### config.mk
export PLATFORM = sky130hd
export DESIGN_NAME = vend_multi
export DESIGN_NICKNAME = d
export VERILOG_FILES = /design/src/rtl/vend_multi.sv
export SDC_FILE = /design/constraint.sdc
export NUM_CORES = 1
export LEC_CHECK = 0
export ABC_AREA = 1
export BUFFER_PORTS_ARGS = -buffer_cell sky130_fd_sc_hd__buf_2
export CAP_MARGIN = 20
export CORE_MARGIN = 10
export CORE_UTILIZATION = 36
export CTS_CLUSTER_SIZE = 28
export DETAILED_ROUTE_END_ITERATION = 6
export PLACE_DENSITY = 0.65
export SLEW_MARGIN = 25
export SYNTH_ARGS = -nofsm -noshare
export SYNTH_HDL_FRONTEND = slang
export SYNTH_SLANG_ARGS = --single-unit
### constraint.sdc
create_clock -name clk -period 2.4 [get_ports clk]
set_clock_uncertainty 0.2 [all_clocks]
set_input_delay 0.36 -clock clk [delete_from_list [all_inputs] [get_ports clk]]
set_output_delay 0.36 -clock clk [all_outputs]
set_load 0.02 [all_outputs]
### src/rtl/vend_multi.sv
// Multi-item coin vending controller: per-item prices and stock, credit ceiling,
// cancel/refund and sold-out flags. Define VEND_AUDIT_EN to add the sales_total counter.
module vend_multi #(
  parameter int unsigned NUM_ITEMS  = 4,
  parameter int unsigned SEL_W      = 2,
  parameter int unsigned COIN_W     = 3,
  parameter int unsigned CREDIT_W   = 5,
  parameter int unsigned MAX_CREDIT = 31,
  parameter logic [NUM_ITEMS*CREDIT_W-1:0] PRICES = {5'd12, 5'd9, 5'd7, 5'd5},
  parameter int unsigned STOCK_W    = 4,
  parameter int unsigned STOCK_INIT = 2
) (
  input  logic                 clk,
  input  logic                 rst,
  input  logic [COIN_W-1:0]    in,
  input  logic [SEL_W-1:0]     sel,
  input  logic                 buy,
  input  logic                 cancel,
  input  logic                 restock,
  output logic                 out,
  output logic [SEL_W-1:0]     item,
  output logic [CREDIT_W-1:0]  ch,
  output logic                 ch_valid,
  output logic [CREDIT_W-1:0]  credit,
  output logic                 deny,
  output logic                 coin_rej,
  output logic                 busy,
  output logic [NUM_ITEMS-1:0] sold_out
`ifdef VEND_AUDIT_EN
  ,
  output logic [15:0]          sales_total
`endif
);

  typedef enum logic [1:0] {S_IDLE, S_COLLECT, S_VEND, S_CHANGE} state_t;

  state_t               r_state;
  logic [CREDIT_W-1:0]  r_credit;
  logic [STOCK_W-1:0]   r_stock [NUM_ITEMS];
  logic                 r_out;
  logic [SEL_W-1:0]     r_item;
  logic [CREDIT_W-1:0]  r_ch;
  logic                 r_ch_valid;
  logic                 r_deny;
  logic                 r_coin_rej;
`ifdef VEND_AUDIT_EN
  logic [15:0]          r_sales;
`endif

  logic                 w_coin;
  logic [CREDIT_W:0]    w_sum;
  logic                 w_sel_ok;
  logic [CREDIT_W-1:0]  w_price;
  logic [STOCK_W-1:0]   w_stock_sel;
  logic                 w_buy_ok;

  // Item lookup by matching sel against each index keeps out-of-range selects harmless.
  always_comb begin
    w_coin      = (in != '0);
    w_sum       = {1'b0, r_credit} + (CREDIT_W+1)'(in);
    w_sel_ok    = 1'b0;
    w_price     = '0;
    w_stock_sel = '0;
    for (int unsigned i = 0; i < NUM_ITEMS; i++) begin
      if (sel == SEL_W'(i)) begin
        w_sel_ok    = 1'b1;
        w_price     = PRICES[i*CREDIT_W +: CREDIT_W];
        w_stock_sel = r_stock[i];
      end
    end
    w_buy_ok = w_sel_ok && (w_stock_sel != '0) && (r_credit >= w_price);
  end

  always_ff @(posedge clk) begin
    if (rst) begin
      r_state    <= S_IDLE;
      r_credit   <= '0;
      r_out      <= 1'b0;
      r_item     <= '0;
      r_ch       <= '0;
      r_ch_valid <= 1'b0;
      r_deny     <= 1'b0;
      r_coin_rej <= 1'b0;
      for (int unsigned i = 0; i < NUM_ITEMS; i++) r_stock[i] <= STOCK_W'(STOCK_INIT);
`ifdef VEND_AUDIT_EN
      r_sales    <= '0;
`endif
    end else begin
      r_out      <= 1'b0;
      r_item     <= '0;
      r_ch       <= '0;
      r_ch_valid <= 1'b0;
      r_deny     <= 1'b0;
      r_coin_rej <= 1'b0;
      case (r_state)
        S_VEND: begin
          r_state    <= S_CHANGE;
          r_ch       <= r_credit;
          r_ch_valid <= 1'b1;
          r_credit   <= '0;
          r_coin_rej <= w_coin;
        end
        S_CHANGE: begin
          r_state    <= S_IDLE;
          r_coin_rej <= w_coin;
        end
        default: begin
          if (cancel && (r_credit != '0)) begin
            r_state    <= S_CHANGE;
            r_ch       <= r_credit;
            r_ch_valid <= 1'b1;
            r_credit   <= '0;
            r_coin_rej <= w_coin;
          end else if (buy) begin
            r_coin_rej <= w_coin;
            if (w_buy_ok) begin
              r_state  <= S_VEND;
              r_out    <= 1'b1;
              r_item   <= sel;
              r_credit <= r_credit - w_price;
              for (int unsigned i = 0; i < NUM_ITEMS; i++)
                if (sel == SEL_W'(i)) r_stock[i] <= r_stock[i] - 1'b1;
`ifdef VEND_AUDIT_EN
              r_sales  <= r_sales + 16'(w_price);
`endif
            end else begin
              r_deny <= 1'b1;
            end
          end else if (w_coin) begin
            // A zero-credit cancel is ignored but still makes a coin in that cycle unacceptable.
            if (!cancel && (w_sum <= (CREDIT_W+1)'(MAX_CREDIT))) begin
              r_credit <= w_sum[CREDIT_W-1:0];
              r_state  <= S_COLLECT;
            end else begin
              r_coin_rej <= 1'b1;
            end
          end else if (restock && (r_state == S_IDLE)) begin
            for (int unsigned i = 0; i < NUM_ITEMS; i++) r_stock[i] <= STOCK_W'(STOCK_INIT);
          end
        end
      endcase
    end
  end

  always_comb begin
    for (int unsigned i = 0; i < NUM_ITEMS; i++) sold_out[i] = (r_stock[i] == '0);
  end

  assign out      = r_out;
  assign item     = r_item;
  assign ch       = r_ch;
  assign ch_valid = r_ch_valid;
  assign credit   = r_credit;
  assign deny     = r_deny;
  assign coin_rej = r_coin_rej;
  assign busy     = (r_state == S_VEND) || (r_state == S_CHANGE);
`ifdef VEND_AUDIT_EN
  assign sales_total = r_sales;
`endif

endmodule

==> Yosys cells after proc, flatten, opt, wreduce, memory -nomap -nowiden <==
Memory sizes are Yosys's and may differ from the RTL's.
Index checks and enable logic that the tools add are counted.
{ "word_totals": {"mem_bits_rw": 16, "reg_bits": 18, "elab_cells": 139, "memories": 1} }
{ "classes": {"n_reduce_logical": 25, "n_eq_ne": 7, "n_lt_le_gt_ge": 2, "add_sub_neg": 6, "bitwise_logic": 11, "mux": 79} }
{ "mem_list": {"columns": ["name", "depth", "word_bits", "rd", "rd_ports_with_merged_regs", "write_ports", "line_no", "text"], "rows": [
  ["r_stock", 4, 4, 4, 0, 4, "39", "logic [STOCK_W-1:0] r_stock [NUM_ITEMS];"]
]} }
{ "op_table": {"columns": ["cell", "count"], "rows": [
  ["$mux 1", 48],
  ["$mux 4", 12],
  ["$mux 5", 9],
  ["$pmux 5 s2", 2],
  ["$logic_not 4->1", 4],
  ["$sub 4x1->4 const B", 4],
  ["$reduce_bool 5->1", 3],
  ["$reduce_bool 4->1", 3],
  ["$mux 2", 5],
  ["$eq 2x2->1 const B", 4],
  ["$or 1x1->1", 8],
  ["$add 5x3->6", 1],
  ["$le 6x5->1 const B", 1],
  ["$reduce_or 6->1", 1],
  ["$ge 5x5->1", 1],
  ["$logic_and 1x1->1", 5],
  ["$ne 5x1->1 const B", 1],
  ["$reduce_or 5->1", 1],
  ["$sub 5x5->5", 1],
  ["$logic_not 2->1", 2],
  ["$ne 4x1->1 const B", 1],
  ["$pmux 2 s2", 1],
  ["$reduce_and 4->1", 1],
  ["$mux 3", 1],
  ["other kinds (8)", 10]
]} }

==> Depth between registers and ports, before layout <==
{ "depth": {"ltp_word": 16, "ltp_mapped": 14} }

==> Least setup slack after synthesis <==
No wires, ideal clock.
{ "synth_path": {"path_kind": "input port to flip-flop", "start": "input sel[0]", "end": "memory r_stock[1][0] (enable)", "t_required_ns": 1.839, "path_stages": 12, "setup_slack_ns": -0.119, "t_arrival_ns": 1.958, "path_buffers": 0, "setup_ns": 0.361, "path_cell_list": "inv_1 -> nor2_1 -> inv_1 -> ha_1 -> nand3b_1 -> nand2_1 -> nand2_1 -> nand2_1 -> nand3_4 -> nor2_4 -> inv_1 -> o21ai_0"} }
{ "synth_lines": {"columns": ["item", "line_no", "text"], "rows": [
  ["from (decl)", "16", "input logic [SEL_W-1:0] sel,"],
  ["to (decl)", "39", null]
]} }

==> reports/metrics.yaml <==
grt:
  antenna_found_initial: 0
  grt_pass1_vias: 1877
  grt_max_degree: 12
  grt_usage_pct: 11.6
  grt_pass1_wl_mm: 8.53
  grt_overflow: 0
yosys:
  synth_top_area_cell: "dfxtp_1"
  synth_area_mm2: 0.00206
  synthTopCellsByCount: "nand2_1, nor2_1, inv_1"
  synth_most_common_cell: "nand2_1"
  yosysWarnings: 0
  synth_edf_count: 8
  synth_cell_type_count: 32
  synth_top_area_share_pct: 25.3
  synthArstFlopShare_pct: 0
  synthFlopType: "dfxtp_1"
  yosysSeqAreaShare_pct: 37.0
  syn-num-nets: 305
  synth.avg_cell_area_um2: 7.32
  synth-seq-cells: 34
  netlist_top_cells_area: "dfxtp_1, edfxtp_1, nand2_1, ha_1, nor2_1"
  postSynthCellCount: 281
final_layout:
  antenna_cells: 0
  final_area_mm2: 0.00252
  finalNonFillerCells: 408
  final_nets: 359
  final_util_pct: 45.5
  area_delta_synth_final_pct: 22.5
  drive_gt1_share_pct: 22.3
  fill_cells: 574
cts:
  path_clk_slew_ps: 70
  cts_buffer_depth: 2
  post-cts-setup-buffer-count: 0
  cts_tree: "done"
  cts_htree_levels: 2
  cts-root-buf: "clkbuf_8"
  numCtsBuffers: 5
  cts_resized: 0
  holdBufCountCts: 0
  clock_latency_ps: 290
  cts_sinks: 34
timing:
  tightest_slew_ps: 355
  fmax_ghz: 0.445
  slew-limit-headroom_pct: 76.3
  drv_slew: 0
  hold_slack_ps: 130
  period_minus_slack_ps: 2250
  rsz0062_at_grt: "no"
  period_share_pct: 93.6
  setup_viol: 0
  hold_viol: 0
outcome:
  outcome: "finished clean"
drt:
  viasPerCell: 4.83
  wirelength_mm: 5.05
  dr.pass1.iters: 4
  drtIter0Drc: 144
  vias: 1969
  drc: 0
  ant_nets: 0
  wire_per_inst_um: 12.4
floorplan:
  fp.dieW_um: 95.6
  die_area_mm2: 0.00914
  floorplan.core_area_mm2: 0.00554
  start_util_pct: 37.1
  dieHeight_um: 95.6
  io_pins: 31
  rows: 27
worst_setup_path:
  r2r_cells: 11
  crit_type: "reg -> reg"
  endpoint_kind: "register"
  crit-reg2reg-launch: "credit[0]"
  crit_family: "simple AND/OR/NAND/NOR gates"
  crit_path_cell_trace: "inv_1, ha_1, nand3b_1, nand2_1, nand2_1, nand2_1, nand3_4, nor2_4, inv_1, o21ai_1, buf_4"
  cp_slowest_cell: "dfxtp_1"
  required_ps: 2210
  slowest_delay_ps: 430
  cpMostUsedCell: "nand2_1"
  ff2ff_setup_slack_ps: 150
  start_kind: "register"
  crit_buf_inv: 3
  critPathArrivalTime_ps: 2060
  cp_max_fo: 5
  r2r_end: "r_stock[1][3]"
min_path:
  hold_class: "in -> reg"
  min_from: "sel[0]"
  hold_depth: 3
  hold_end: "item[0]"
place:
  placed_cells: 400
  placement.io_buffers: 30
  hpwl_mm: 4.02
  place_congestion: 0.829
  placed_area_mm2: 0.00244
power_and_ir_drop:
  combPwrFrac_pct: 50.4
  clkPwrFrac_pct: 17.0
  vdd.ir_drop.worst_uv: 502
  switching_power_mw: 1.06
  p_per_area_mw_per_mm2: 953
  switching_share_pct: 43.9
  p_int_mw: 1.35
  p_seq_share_pct: 32.6
  total_leakage_power_nw: 1.24
job:
  maxCapViolations: 0
worst max path at each step:
stage	from	end	slack, ps	depth (start not counted)
2_1_floorplan	sel[0]	r_stock[1][0]	7	12
3_3_place_gp	sel[1]	r_stock[1][3]	60	13
3_5_place_dp	sel[0]	r_stock[1][2]	-9	14
4_1_cts	credit[0]	r_stock[1][0]	170	11
5_1_grt	credit[0]	credit[3]	9	11
6_report	credit[0]	r_stock[1][3]	150	11
final cells by class:
type | count | area, µm² | share of cell area, %
Sequential cell | 34 | 761 | 30.2
Timing Repair Buffer | 51 | 308 | 12.2
Tap cell | 72 | 90.1 | 3.57
Inverter | 40 | 150 | 5.96
Clock buffer | 6 | 72.6 | 2.88
Clock inverter | 2 | 8.76 | 0.347
Multi-Input combinational cell | 203 | 1130 | 44.9
kinds of logic after synthesis:
family          count (synthesis)  share of synthesized area [%]
compound gates                 28                           7.42
xor+xnor                        6                           2.55
fa+ha+maj                      14                           9.24
buf+inv                        44                           8.08
flops                          34                           37.0
simple gates                  155                           35.7
worst register-to-register path, delay by kind of cell, from the launching register on:
family	cells	cell delay [ps]
buffers and inverters	3	330
AND/OR/NAND/NOR	6	690
flip-flops	1	430
AO/OA/AOI/OAI	1	110
adder cells (fa/ha/maj)	1	240
metrics by stage:
step                      power, mW  setup TNS [ps]  setup WS (ps)
after floorplan                1.60               0           7.03
after global placement         1.98               0           60.6
after detailed placement       1.99           -36.1          -9.07
after CTS                      2.41               0            171
after global routing           2.59               0           8.76
final                          2.40               0            154
per-layer routing:
metal / vias to the layer above / part of all wire (%) / GRT usage [%]
met1: 872 / 45 / 14.0
met4: 0 / 1.6 / 4.42
met2: 62 / 47 / 19.6
li1: 1030 / - / -
met3: 5 / 6.3 / 2.67
met5: - / 0 / 0
power by group through the flow:
stage               Combinational [mW]  Sequential, mW  Clock [mW]
detailed placement                1.19           0.794           0
CTS                               1.21           0.782       0.422
global placement                  1.18           0.796           0
finish                            1.21           0.784       0.409
global route                      1.36           0.796       0.439
floorplan                        0.743           0.861           0
registers in the layout (all words and copies together) (netlist names):
| register | cells |
|---|---|
| coin_rej | 1 |
| credit | 5 |
| deny | 1 |
| ch_valid | 1 |
| item | 2 |
| r_state | 2 |
| ch | 5 |
| out | 1 |
| r_stock | 16 |
layout by cell type, fill, tap and decap left out:
cell type | synthesis | final
a21oi_1 | 15 | 15
a21oi_2 | 1 | 1
a311oi_1 | 1 | 1
buf_2 | 1 | 30
buf_4 | 0 | 21
clkbuf_1 | 3 | 1
clkbuf_8 | 0 | 5
clkinv_1 | 1 | 2
clkinv_2 | 0 | 1
dfxtp_1 | 26 | 26
edfxtp_1 | 8 | 8
fa_1 | 2 | 2
ha_1 | 12 | 12
inv_1 | 36 | 36
inv_2 | 3 | 3
nand2_1 | 55 | 55
nand2_2 | 3 | 3
nand3_1 | 24 | 24
nand3_2 | 4 | 4
nand3_4 | 1 | 1
nand3b_1 | 3 | 3
nand4_1 | 9 | 9
nor2_1 | 40 | 40
nor2_2 | 2 | 2
nor2_4 | 1 | 1
nor3_1 | 7 | 7
nor3_2 | 1 | 1
nor3b_1 | 3 | 3
o211ai_1 | 1 | 1
o21a_1 | 1 | 1
o21ai_0 | 8 | 7
o21ai_1 | 1 | 2
or2_2 | 2 | 2
xnor2_1 | 3 | 3
xor2_1 | 3 | 3
(Power assumes the default switching activity.)
